`src/rtl/urna_apuracao_if.sv`:
```
// Bus between the voting stage and the tally block: the vote counts and the
// end-of-election level go in, the tally results and the display entry come out.
interface urna_apuracao_if;
  logic       Finish;
  logic [7:0] C1;
  logic [7:0] C2;
  logic [7:0] C3;
  logic [7:0] C4;
  logic [7:0] Nulo;

  logic [2:0]  Winner;
  logic        Tie;
  logic [10:0] Total;
  logic        Done;
  logic [2:0]  Show_Id;
  logic [7:0]  Show_Count;
  logic        Show_Valid;

  // The voting stage drives the counts and Finish and reads the results.
  modport master (
    output Finish, C1, C2, C3, C4, Nulo,
    input  Winner, Tie, Total, Done, Show_Id, Show_Count, Show_Valid
  );

  // The tally block reads the counts and Finish and drives the results.
  modport slave (
    input  Finish, C1, C2, C3, C4, Nulo,
    output Winner, Tie, Total, Done, Show_Id, Show_Count, Show_Valid
  );
endinterface

```
`src/rtl/urna_apuracao.sv`:
```
// Election tally: on a rising edge of Finish the counts are snapshotted,
// compared one candidate per cycle to find the winner or a tie, summed into
// the total, and then shown round-robin as (id, count) display entries.
module urna_apuracao #(
  parameter int unsigned DISPLAY_CYCLES = 4
) (
  input logic             i_Clock,
  input logic             i_Reset,
  urna_apuracao_if.slave  io_urna
);

  typedef enum logic [1:0] {IDLE, CMP, SHOW} state_t;

  state_t      r_state;
  state_t      w_next_state;

  logic        r_finish_d;
  logic        w_start;

  logic [7:0]  r_c1, r_c2, r_c3, r_c4, r_nulo;
  logic [2:0]  r_step;
  logic [10:0] r_sum;
  logic [7:0]  r_max;
  logic [2:0]  r_best;
  logic        r_shared;

  logic [2:0]  r_winner;
  logic        r_tie;
  logic [10:0] r_total;
  logic        r_done;
  logic [2:0]  r_show_id;
  logic [7:0]  r_show_count;
  logic        r_show_valid;
  logic [7:0]  r_disp_cnt;

  logic        w_load;
  logic        w_step;
  logic        w_final;
  logic        w_show;
  logic [7:0]  w_operand;
  logic [10:0] w_addend;
  logic [2:0]  w_next_id;
  logic [7:0]  w_next_count;

  assign w_start = io_urna.Finish & ~r_finish_d;

  // State register; reset always returns to IDLE and wins over a start event.
  always_ff @(posedge i_Clock) begin
    if (i_Reset) r_state <= IDLE;
    else         r_state <= w_next_state;
  end

  // Next-state logic: a start is only honoured outside CMP; step 5 closes CMP.
  always_comb begin
    w_next_state = r_state;
    case (r_state)
      IDLE:    if (w_start) w_next_state = CMP;
      CMP:     if (r_step == 3'd5) w_next_state = SHOW;
      SHOW:    if (w_start) w_next_state = CMP;
      default: w_next_state = IDLE;
    endcase
  end

  // Control strobes for the datapath, decoded from the current state.
  always_comb begin
    w_load  = 1'b0;
    w_step  = 1'b0;
    w_final = 1'b0;
    w_show  = 1'b0;
    case (r_state)
      IDLE: w_load = w_start;
      CMP: begin
        w_step  = (r_step != 3'd5);
        w_final = (r_step == 3'd5);
      end
      SHOW: begin
        w_load = w_start;
        w_show = ~w_start;
      end
      default: ;
    endcase
  end

  // Operand for the current comparison step; step 4 also folds in the null votes.
  always_comb begin
    w_operand = r_c4;
    case (r_step)
      3'd1:    w_operand = r_c1;
      3'd2:    w_operand = r_c2;
      3'd3:    w_operand = r_c3;
      default: w_operand = r_c4;
    endcase
    w_addend = {3'd0, w_operand} + ((r_step == 3'd4) ? {3'd0, r_nulo} : 11'd0);
  end

  // Next display entry (1..5 wrapping) and its latched count.
  always_comb begin
    w_next_id    = (r_show_id == 3'd5) ? 3'd1 : r_show_id + 3'd1;
    w_next_count = r_c1;
    case (w_next_id)
      3'd1:    w_next_count = r_c1;
      3'd2:    w_next_count = r_c2;
      3'd3:    w_next_count = r_c3;
      3'd4:    w_next_count = r_c4;
      default: w_next_count = r_nulo;
    endcase
  end

  // Datapath: snapshot, accumulate/compare, publish results, rotate the display.
  always_ff @(posedge i_Clock) begin
    if (i_Reset) begin
      r_finish_d   <= 1'b0;
      r_c1         <= '0;
      r_c2         <= '0;
      r_c3         <= '0;
      r_c4         <= '0;
      r_nulo       <= '0;
      r_step       <= '0;
      r_sum        <= '0;
      r_max        <= '0;
      r_best       <= '0;
      r_shared     <= 1'b0;
      r_winner     <= '0;
      r_tie        <= 1'b0;
      r_total      <= '0;
      r_done       <= 1'b0;
      r_show_id    <= '0;
      r_show_count <= '0;
      r_show_valid <= 1'b0;
      r_disp_cnt   <= '0;
    end else begin
      r_finish_d <= io_urna.Finish;
      if (w_load) begin
        r_c1         <= io_urna.C1;
        r_c2         <= io_urna.C2;
        r_c3         <= io_urna.C3;
        r_c4         <= io_urna.C4;
        r_nulo       <= io_urna.Nulo;
        r_step       <= 3'd1;
        r_sum        <= '0;
        r_max        <= '0;
        r_best       <= '0;
        r_shared     <= 1'b0;
        r_winner     <= '0;
        r_tie        <= 1'b0;
        r_total      <= '0;
        r_done       <= 1'b0;
        r_show_id    <= '0;
        r_show_count <= '0;
        r_show_valid <= 1'b0;
        r_disp_cnt   <= '0;
      end else if (w_step) begin
        r_sum  <= r_sum + w_addend;
        r_step <= r_step + 3'd1;
        if (w_operand > r_max) begin
          r_max    <= w_operand;
          r_best   <= r_step;
          r_shared <= 1'b0;
        end else if ((w_operand == r_max) && (w_operand != 8'd0)) begin
          r_shared <= 1'b1;
        end
      end else if (w_final) begin
        r_total      <= r_sum;
        r_done       <= 1'b1;
        r_winner     <= (r_max == 8'd0 || r_shared) ? 3'd0 : r_best;
        r_tie        <= (r_max != 8'd0) && r_shared;
        r_show_valid <= 1'b1;
        r_show_id    <= 3'd1;
        r_show_count <= r_c1;
        r_disp_cnt   <= '0;
      end else if (w_show) begin
        if (r_disp_cnt == 8'(DISPLAY_CYCLES - 1)) begin
          r_disp_cnt   <= '0;
          r_show_id    <= w_next_id;
          r_show_count <= w_next_count;
        end else begin
          r_disp_cnt <= r_disp_cnt + 8'd1;
        end
      end
    end
  end

  assign io_urna.Winner     = r_winner;
  assign io_urna.Tie        = r_tie;
  assign io_urna.Total      = r_total;
  assign io_urna.Done       = r_done;
  assign io_urna.Show_Id    = r_show_id;
  assign io_urna.Show_Count = r_show_count;
  assign io_urna.Show_Valid = r_show_valid;

endmodule

```
`src/flat_wrapper.sv`:
```
// flat-port wrapper written by rule: the top's interface ports become plain ports
module urna_apuracao_flat 
#(
  parameter int unsigned DISPLAY_CYCLES = 4
)
  (i_Clock, i_Reset, io_urna_Finish, io_urna_C1, io_urna_C2, io_urna_C3, io_urna_C4, io_urna_Nulo, io_urna_Winner, io_urna_Tie, io_urna_Total, io_urna_Done, io_urna_Show_Id, io_urna_Show_Count, io_urna_Show_Valid);
  urna_apuracao_if io_urna_i ();
  input logic i_Clock;
  input logic i_Reset;
  input wire logic [$bits(io_urna_i.Finish)-1:0] io_urna_Finish;
  input wire logic [$bits(io_urna_i.C1)-1:0] io_urna_C1;
  input wire logic [$bits(io_urna_i.C2)-1:0] io_urna_C2;
  input wire logic [$bits(io_urna_i.C3)-1:0] io_urna_C3;
  input wire logic [$bits(io_urna_i.C4)-1:0] io_urna_C4;
  input wire logic [$bits(io_urna_i.Nulo)-1:0] io_urna_Nulo;
  output wire logic [$bits(io_urna_i.Winner)-1:0] io_urna_Winner;
  output wire logic [$bits(io_urna_i.Tie)-1:0] io_urna_Tie;
  output wire logic [$bits(io_urna_i.Total)-1:0] io_urna_Total;
  output wire logic [$bits(io_urna_i.Done)-1:0] io_urna_Done;
  output wire logic [$bits(io_urna_i.Show_Id)-1:0] io_urna_Show_Id;
  output wire logic [$bits(io_urna_i.Show_Count)-1:0] io_urna_Show_Count;
  output wire logic [$bits(io_urna_i.Show_Valid)-1:0] io_urna_Show_Valid;
  assign io_urna_i.Finish = io_urna_Finish;
  assign io_urna_i.C1 = io_urna_C1;
  assign io_urna_i.C2 = io_urna_C2;
  assign io_urna_i.C3 = io_urna_C3;
  assign io_urna_i.C4 = io_urna_C4;
  assign io_urna_i.Nulo = io_urna_Nulo;
  assign io_urna_Winner = io_urna_i.Winner;
  assign io_urna_Tie = io_urna_i.Tie;
  assign io_urna_Total = io_urna_i.Total;
  assign io_urna_Done = io_urna_i.Done;
  assign io_urna_Show_Id = io_urna_i.Show_Id;
  assign io_urna_Show_Count = io_urna_i.Show_Count;
  assign io_urna_Show_Valid = io_urna_i.Show_Valid;
  urna_apuracao #(.DISPLAY_CYCLES(DISPLAY_CYCLES)) u_core (.i_Clock(i_Clock), .i_Reset(i_Reset), .io_urna(io_urna_i));
endmodule
```
`config.mk`:
```
export PLATFORM = sky130hd
export DESIGN_NAME = urna_apuracao_flat
export DESIGN_NICKNAME = d
export VERILOG_FILES = /design/src/rtl/urna_apuracao_if.sv /design/src/rtl/urna_apuracao.sv /design/src/flat_wrapper.sv
export SDC_FILE = /design/constraint.sdc
export NUM_CORES = 1
export LEC_CHECK = 0
export BUFFER_PORTS_ARGS = -buffer_cell sky130_fd_sc_hd__buf_2
export CORE_MARGIN = 3
export CORE_UTILIZATION = 55
export DETAILED_ROUTE_END_ITERATION = 16
export GPL_ROUTABILITY_DRIVEN = 0
export PLACE_DENSITY = 0.77
export SKIP_CTS_REPAIR_TIMING = 1
export SLEW_MARGIN = 20
export SYNTH_ARGS = -nofsm -noshare
export SYNTH_HDL_FRONTEND = slang
export SYNTH_SLANG_ARGS = --single-unit
```
`constraint.sdc`:
```
create_clock -name i_Clock -period 8.5 [get_ports i_Clock]
set_input_delay 1.275 -clock i_Clock [delete_from_list [all_inputs] [get_ports i_Clock]]
set_output_delay 1.275 -clock i_Clock [all_outputs]
set_load 0.01 [all_outputs]
```
# Yosys cells after proc, flatten, opt, wreduce, memory -nomap -nowiden
# Index checks and enable logic that the tools add are counted.
op_classes:
  n_addsub: 5
  mul: 0
  div_mod_pow: 0
  magnitude_cmp: 1
  eq_ne: 17
  shift: 0
  mux: 25
  bitwise: 4
  reduce_logical: 19
ops:
  columns: ["op", "count"]
  rows:
  - ["2-to-1 mux 8 bit", 7]
  - ["one-hot mux 8 bit (4 select lines)", 1]
  - ["one-hot mux 8 bit (3 select lines)", 1]
  - ["nonzero test 8 bit", 2]
  - ["2-to-1 mux 3 bit", 5]
  - ["equality test 3 x 2 -> 1 bit (second input constant)", 4]
  - ["equality test 3 bit (second input constant)", 4]
  - ["adder 11 bit", 1]
  - ["adder 8 x 11 -> 11 bit", 1]
  - ["AND reduction 2 bit", 5]
  - ["adder 8 x 1 -> 8 bit (second input constant)", 1]
  - ["equality test 8 x 2 -> 1 bit (second input constant)", 1]
  - ["equality test 8 bit", 1]
  - ["greater-than comparator 8 bit", 1]
  - ["logical NOT 8 bit", 1]
  - ["2-to-1 mux 1 bit", 8]
  - ["nonzero test 2 bit", 4]
  - ["adder 3 x 1 -> 3 bit (second input constant)", 2]
  - ["equality test 3 x 1 -> 1 bit (second input constant)", 2]
  - ["2-to-1 mux 2 bit", 2]
  - ["inequality test 2 x 1 -> 1 bit (second input constant)", 2]
  - ["one-hot mux 2 bit (2 select lines)", 1]
  - ["OR reduction 2 bit", 2]
  - ["inequality test 3 bit (second input constant)", 1]
  - ["other kinds (8)", 11]
totals:
  ff_bits: 104
  latch_bits: 0
  mem_bits_rw: 0
  rom_bits: 0
  in_bits: 43
  out_inout_bits: 28
  elab_cells: 91
  n_memories: 0

# Depth between registers and ports, before layout
# Gate-level depths: netlist of run 1.
logic_depth:
  word_depth: 7
  ltp_mapped: 18
  ltp_nobuf: 17

# Worst setup path before layout of run 1
# Ideal clock, no wire load.
synth_timing:
  path_type: "flip-flop to flip-flop"
  from: "register u_core.r_step[1]"
  to: "register u_core.r_sum[9]"
  setup_ps: 125
  arrival_ps: 3275
  t_required_ps: 8375
  setup_slack_ps: 5100
  stages_incl_launch_ff: 18
  n_path_buf: 0
  synth_period_minus_slack_ps: 3400
  cell_sequence: "dfxtp_1 -> inv_1 -> ha_1 -> o21bai_1 -> nand2_1 -> o21ai_1 -> inv_1 -> fa_1 -> inv_1 -> ha_1 -> inv_1 -> fa_1 -> nor2b_1 -> o21a_1 -> o21ai_1 -> a211oi_1 -> or3_1 -> nand3_1"
synth_via:
  elab_chain_cells: 4
  word_cells_on_any_way: 10
  cone_classes: "add/sub: 2; eq/ne: 5; mux: 3"
synth_rtl:
  columns: ["item", "line", "source"]
  rows:
  - ["from (decl)", "urna_apuracao.sv:21", "logic [2:0] r_step;"]
  - ["from (signal assigned)", "urna_apuracao.sv:154", "r_step <= r_step + 3'd1;"]
  - ["equality test 3 x 2 -> 1 bit / equality test 3 x 1 -> 1 bit (equally long branches)", "urna_apuracao.sv:87", "case (r_step)"]
  - ["one-hot mux 8 bit (3 select lines) (*)", "urna_apuracao.sv:87", null]
  - ["named net u_core.w_operand[1]", "urna_apuracao.sv:40", "logic [7:0] w_operand;"]
  - ["adder 8 x 11 -> 11 bit (*)", "urna_apuracao.sv:93", "w_addend = {3'd0, w_operand} + ((r_step == 3'd4) ? {3'd0, r_nulo} : 11'd0);"]
  - ["adder 11 bit (*)", "urna_apuracao.sv:153", "r_sum <= r_sum + w_addend;"]
  - ["to (signal assigned)", "urna_apuracao.sv:153", null]
  - ["to (decl)", "urna_apuracao.sv:22", "logic [10:0] r_sum;"]
# The timed path passes the listed nets; every way through them passes the cells marked *.
# A chain may end at the register's enable or synchronous reset.

# Worst setup path in the final report of run 1
layout_timing:
  from: "register u_core.r_step[1]"
  to: "register u_core.r_sum[7]"
# Same word-level chain as after synthesis.

==> run metrics, run 1 <==
design internal power=724 µW; RSZ-0062 raised after global routing=false; most frequent cell after synthesis=nand2_1; Gate Count Post-Synth=around 670; part of the power in combinational logic=between 10% and 20%; status=finished, final reports clean; H-Tree Depth=3; worst hold margin=approximately 0.46 ns; grt met3 use=about 6.5%; number of I/O port buffers=70; grt peak-use layer=met2; slew at the pin closest to its max-slew limit=roughly 0.94 ns; DRC errors left=0; Reg2Reg Depth=17; worst skew pair latency=around 0.37 ns; starting density of the core=a little under three fifths; Die Area=approximately 0.011 mm²; Synth Flop Type=dfxtp_1; Final period util=between 40% and 50%; CP cell instances=inv_1 > ha_1 > o21bai_1 > nand2_1 > o21ai_1 > inv_1 > fa_1 > inv_1 > ha_1 > inv_1 > fa_1 > nor2b_1 > o21a_1 > o21ai_1 > a21oi_1 > mux2i_1 > o31ai_1; WP data arrival=roughly 4.3 ns; DPL Wire Length=~9.7 mm; net load switching power=roughly 310 µW; yosys warns=0; share of layout cells above drive strength 1=14.9%; Max Cap Violations=0; CP Max Fanout=14; Final Setup Violations=0; largest area contributor in the netlist=dfxtp_1; peak supply drop=118 µV; async set or reset register ratio after synthesis=0%; sequential power share=51.3%; Worst Setup EP=u_core.r_sum[7]; via count=4799; vias in the first global route=4523; fmax=around 250 MHz; WL final=between 10 and 15 mm; clk buf depth=2; minimum clock period=about 4 ns; die height=about 100 µm; Mapped Nets=745; FILL cells=approximately 880; CP required=between 8 and 9 ns; Seq/Total Area, Yosys=38.8%; gr ovfl total=0; # diodes=0; CTS tree=done; Die X=around 100 µm; layout net count=789; met2 Use GR=around two fifths; met1 Usage GRT=a little under a third; Slowest-stage cell, CP=o21bai_1; Post-Syn Area=roughly 0.0054 mm²; clock power share=a little under a third; sw frac=about 30%; FF-to-FF End=u_core.r_sum[7]; leakage=approximately 0.0024 µW; cts bufs inserted=9; I/O pins=71; CP max stage delay=0.49 ns; Detailed Routing Iterations Pass 1=5; WL per Instance=between 15 and 20 µm; number of synthesized flops with an enable pin=0; flop2flop setup slack=around 4.4 ns; CP Class=register to register; startpoint types=register; Post-synth top cells=nand2_1 (148), dfxtp_1 (104), a21oi_1 (83), inv_1 (47), nor2_1 (41); Reg clk slew, reported paths=about 0.09 ns; Clock Skew=slightly above 0.01 ns; crit end category=register; synthesized flop and latch total=roughly 100; All-Layer GR Usage=between 20% and 30%; clk sinks=around 100; initial antenna violation count=0; Final ANT Viol Nets=0; Final Hold Viols=0; largest cells by area after synthesis=dfxtp_1 (39%), nand2_1 (10%), a21oi_1 (7.7%); Area Growth Syn to Fin=10.2%; initial detailed-routing violation count=~270; hold depth=2; Via density=approximately 5.7; slew margin rel.=a little under two fifths; largest net degree at the start of global routing=47; Tightest Hold Check Type=register to register; top cell type's share of synthesized area=about two fifths; Final Slew Violations=0; root buf cell=clkbuf_8; most used cell along the critical path=inv_1; first-pass GRT wire length=~22 mm; syn avg cell area=about 8.0 µm²; core box area=0.00937 mm²; num rows=35; worst r2r src=u_core.r_step[1]; Critical path origin=u_core.r_step[1]; Unique masters post-synth=slightly below 60; TNS Setup=0 ns; PD cells=174 mW/mm²
==> per-layer routing <==
metal  vias to the layer above  part of all wire [%]
li1                       2391                     -
met1                      2203                    42
met2                       171                    48
met3                        34                   7.2
met4                         0                   2.4
met5                         -                     0
==> layout by cell type (no fill, tap or decap), types with 11 or more instances in the layout <==
| master | count |
|---|---|
| a22o_1 | 11 |
| nor2_1 | 41 |
| buf_2 | 70 |
| a211oi_1 | 12 |
| nand2_1 | 148 |
| inv_1 | 47 |
| mux2i_1 | 13 |
| ha_1 | 22 |
| a21oi_1 | 83 |
| dfxtp_1 | 104 |
==> worst max-delay path, delay by kind of cell, from the launching register on <==
family | cells | cell delay [ns]
flops | 1 | 0.46
buf+inv | 4 | 0.35
fa+ha+maj | 4 | 1.34
compound gates | 6 | 1.24
mux | 1 | 0.25
simple gates | 2 | 0.27
==> logic make-up after synthesis <==
family          count (synthesis)  share of synthesized area (%)
buf+inv                        89                           7.20
mux                            13                           2.42
fa+ha+maj                      31                           8.48
flops                         104                           38.8
xor+xnor                        9                           1.47
compound gates                169                           20.1
simple gates                  256                           21.6
==> area by class of cell <==
| class | count | area (µm²) | share of cell area [%] |
|---|---|---|---|
| Inverter | 48 | 180 | 3.04 |
| Tap cell | 129 | 161 | 2.73 |
| Timing Repair Buffer | 74 | 380 | 6.42 |
| Clock inverter | 6 | 72.6 | 1.23 |
| Clock buffer | 10 | 138 | 2.32 |
| Sequential cell | 104 | 2080 | 35.2 |
| Multi-Input combinational cell | 478 | 2910 | 49.1 |
==> metrics by stage <==
stage / area [µm²] / setup WS, ns / total power (µW) / util, % / instances
floorplan: 5370 / 5.10 / 669 / - / 671
global placement: 5710 / 4.76 / 706 / 60.9 / 833
detailed placement: 5710 / 4.55 / 713 / 60.9 / 833
CTS: 5920 / 4.52 / 1030 / 63.2 / 849
global route: 5920 / 4.13 / 1080 / 63.2 / 849
finish: 5920 / 4.44 / 1030 / 63.2 / 849
==> worst min-delay path by stage <==
stage                       startpoint                      end  slack [ns]
3_5_place_dp   u_core.io_urna.Total[9]  u_core.io_urna.Total[9]        0.45
4_1_cts        u_core.io_urna.Total[9]  u_core.io_urna.Total[9]        0.46
3_3_place_gp   u_core.io_urna.Total[2]  u_core.io_urna.Total[2]        0.44
6_report       u_core.io_urna.Total[8]  u_core.io_urna.Total[8]        0.46
2_1_floorplan          u_core.r_sum[5]  u_core.io_urna.Total[5]        0.43
5_1_grt        u_core.io_urna.Total[9]  u_core.io_urna.Total[9]        0.48
==> flip-flops by register name (all words and copies together) (netlist names), 2 cells and up <==
name / flops
u_core.io_urna.Total: 11
u_core.r_sum: 11
u_core.io_urna.Show_Count: 8
u_core.r_c1: 8
u_core.r_c2: 8
u_core.r_c3: 8
u_core.r_c4: 8
u_core.r_disp_cnt: 8
u_core.r_max: 8
u_core.r_nulo: 8
u_core.io_urna.Show_Id: 3
u_core.io_urna.Winner: 3
u_core.r_best: 3
u_core.r_step: 3
u_core.r_state: 2
==> power by group through the flow <==
| stage | Sequential [µW] | Combinational [µW] | Clock, µW |
|---|---|---|---|
| after floorplan | 528 | 141 | 0 |
| after global placement | 537 | 169 | 0 |
| after detailed placement | 538 | 175 | 0 |
| after CTS | 527 | 176 | 331 |
| after global routing | 530 | 200 | 348 |
| final | 528 | 177 | 324 |
(Power assumes the default switching activity.)
==> run 2, diff against run 1 <==
==> constraint.sdc (replaced) <==
create_clock -name i_Clock -period 3.9 [get_ports i_Clock]
set_input_delay 0.585 -clock i_Clock [delete_from_list [all_inputs] [get_ports i_Clock]]
set_output_delay 0.585 -clock i_Clock [all_outputs]
set_load 0.01 [all_outputs]
==> run 2 against run 1 <==
  * Total power up 120%
  * Sequential power up 120%
  * Clock power up 130%
  * Final cell count up 0.47%
  * Wire length up 0.58%
  * Core utilization up 0.63 points
  * Via count up 0.42%
  * Critical path depth down 2
  * Critical path type unchanged
  * Largest power group unchanged
  * Non-clock buffer count up 4
==> run metrics, run 2 (synthesis gave the netlist of run 1 again) <==
worst skew pair latency=0.38 ns (about the same); cts bufs inserted=9 (unchanged); crit end category=register; total power=2300 µW (+120%); Worst Path Buf+Inv=4 (unchanged); root buf cell=clkbuf_8; slew at the pin closest to its max-slew limit=0.922 ns (-0.0154 ns); peak supply drop=240 µV (+100%); fin util=63.8% (+0.63 points); startpoint types=register; Area Growth Syn to Fin=11.3%; CP Class=register to register; most used cell along the critical path=inv_1; gr ovfl total=0 (unchanged); largest net degree at the start of global routing=47 (unchanged); CP required=4.19 ns (-4.55 ns); initial antenna violation count=0 (unchanged); register area=0.00208 mm² (+0.12%); multi-input logic area=0.00292 mm² (+0.43%); Reg clk slew, reported paths=0.10 ns (about the same); slew margin rel.=38.5% (+1.0 points); net load switching power=666 µW (+120%); H-Tree Depth=3 (unchanged); I/O pins=71 (unchanged); Detailed Routing Iterations Pass 1=6 (+1); vias in the first global route=4597 (+1.6%); Final Setup Violations=0 (unchanged); Max Cap Violations=0 (unchanged); Final Slew Violations=0 (unchanged); leakage=0.00248 µW (+1.4%); WP data arrival=3.90 ns (-0.40 ns); FILL cells=843 (-3.9%); num rows=35 (unchanged); share of layout cells above drive strength 1=16.0% (+1.2 points); number of I/O port buffers=70 (unchanged); CP max stage delay=0.46 ns (-0.03 ns); commonest cells after routing, fill and taps aside=nand2_1 (148), dfxtp_1 (102), a21oi_1 (82); clk sinks=104 (unchanged); Slowest-stage cell, CP=fa_1; part of the power in combinational logic=17.4% (+0.2 points); All-Layer GR Usage=24.6% (+0.67 points); TNS Setup=0 ns (unchanged); WL per Instance=15.5 µm (+0.11%); Worst path top cell family by delay=compound AO/OA/AOI/OAI gates; status=finished, final reports clean; die height=105 µm (unchanged); Tightest Hold Check Type=primary input to register; Die Area=0.0110 mm² (unchanged); minimum clock period=3.61 ns (-0.451 ns); CTS tree=done; first-pass GRT wire length=22.2 mm (+2.4%); Final period util=92.5% (+45 points); Final Hold Viols=0 (unchanged); DRC errors left=0 (unchanged); Clock Skew=0.0104 ns (+0.000174 ns); CP Max Fanout=13 (-1); initial detailed-routing violation count=360 (+31%); WL final=13.2 mm (+0.58%); commonest non-fill, non-tap cell in the layout=nand2_1; clock power share=32.7% (+1.2 points); # diodes=0 (unchanged); PD cells=384 mW/mm² (+120%); sequential power share=50.0% (-1.3 points); Final ANT Viol Nets=0 (unchanged); DPL Wire Length=9.69 mm (about the same); Via density=5.65 (about the same); CP cell instances=inv_1 > ha_1 > buf_4 > a222oi_1 > o21ai_2 > inv_1 > fa_1 > inv_1 > ha_1 > a211oi_1 > nor2_1 > o31ai_1 > a21oi_1 > xnor2_1 > o31ai_1; via count=4819 (+0.42%); sw frac=29.0% (-0.65 points); starting density of the core=57.3% (unchanged); design internal power=1630 µW (+130%); fmax=277 MHz (+12%); core box area=0.00937 mm² (unchanged); Die X=105 µm (unchanged); layout net count=793 (+0.51%); clk buf depth=2 (unchanged)
==> run 2: path summary, 6_finish.rpt <==
check | from | end | slack (ns) | cells past startpoint
min | io_urna_C2[6] | u_core.r_c2[6] | 0.43 | 3
max reg2reg | u_core.r_step[1] | u_core.r_sum[8] | 0.29 | 15
min reg2reg | u_core.io_urna.Total[0] | u_core.io_urna.Total[0] | 0.46 | 2
max | u_core.r_step[1] | u_core.r_sum[8] | 0.29 | 15
==> run 2: power groups by stage <==
stage	clock network, µW	logic [µW]	registers (µW)
CTS	765	393	1150
floorplan	0	307	1150
global placement	0	377	1170
finish	751	399	1150
global route	807	447	1150
detailed placement	0	391	1170
==> run 2: layout make-up <==
class	instances	area share, %
clock buffer	9	2.07
clock inverter	7	1.67
inverter	48	3.01
multi-input combinational	478	48.8
sequential	104	34.9
tap	129	2.70
timing repair buffer	78	6.86
==> run 2: routing by layer <==
| layer | share of wire, % | vias up | wire length, µm | track usage (%) |
|---|---|---|---|---|
| met5 | 0 | - | 0 | 0 |
| met4 | 2.3 | 0 | 310 | 8.25 |
| met3 | 6.8 | 33 | 902 | 5.37 |
| met2 | 48 | 193 | 6290 | 39.7 |
| met1 | 43 | 2199 | 5700 | 32.6 |
| li1 | - | 2394 | - | - |
==> run 2: stage by stage <==
step / hold slack (ns) / cells / cell area, µm² / worst slack [ns]
2_1_floorplan: 0.432 / 671 / 5370 / 0.500
3_3_place_gp: 0.441 / 837 / 5740 / 0.429
3_5_place_dp: 0.444 / 837 / 5740 / 0.219
4_1_cts: 0.431 / 853 / 5970 / 0.180
5_1_grt: 0.425 / 853 / 5980 / -0.0183
6_report: 0.434 / 853 / 5980 / 0.292
==> run 2: worst min-delay path, cell delays in order <==
cell	delay, ns
buf_2	0.09
nand2_1	0.05
a21oi_1	0.05
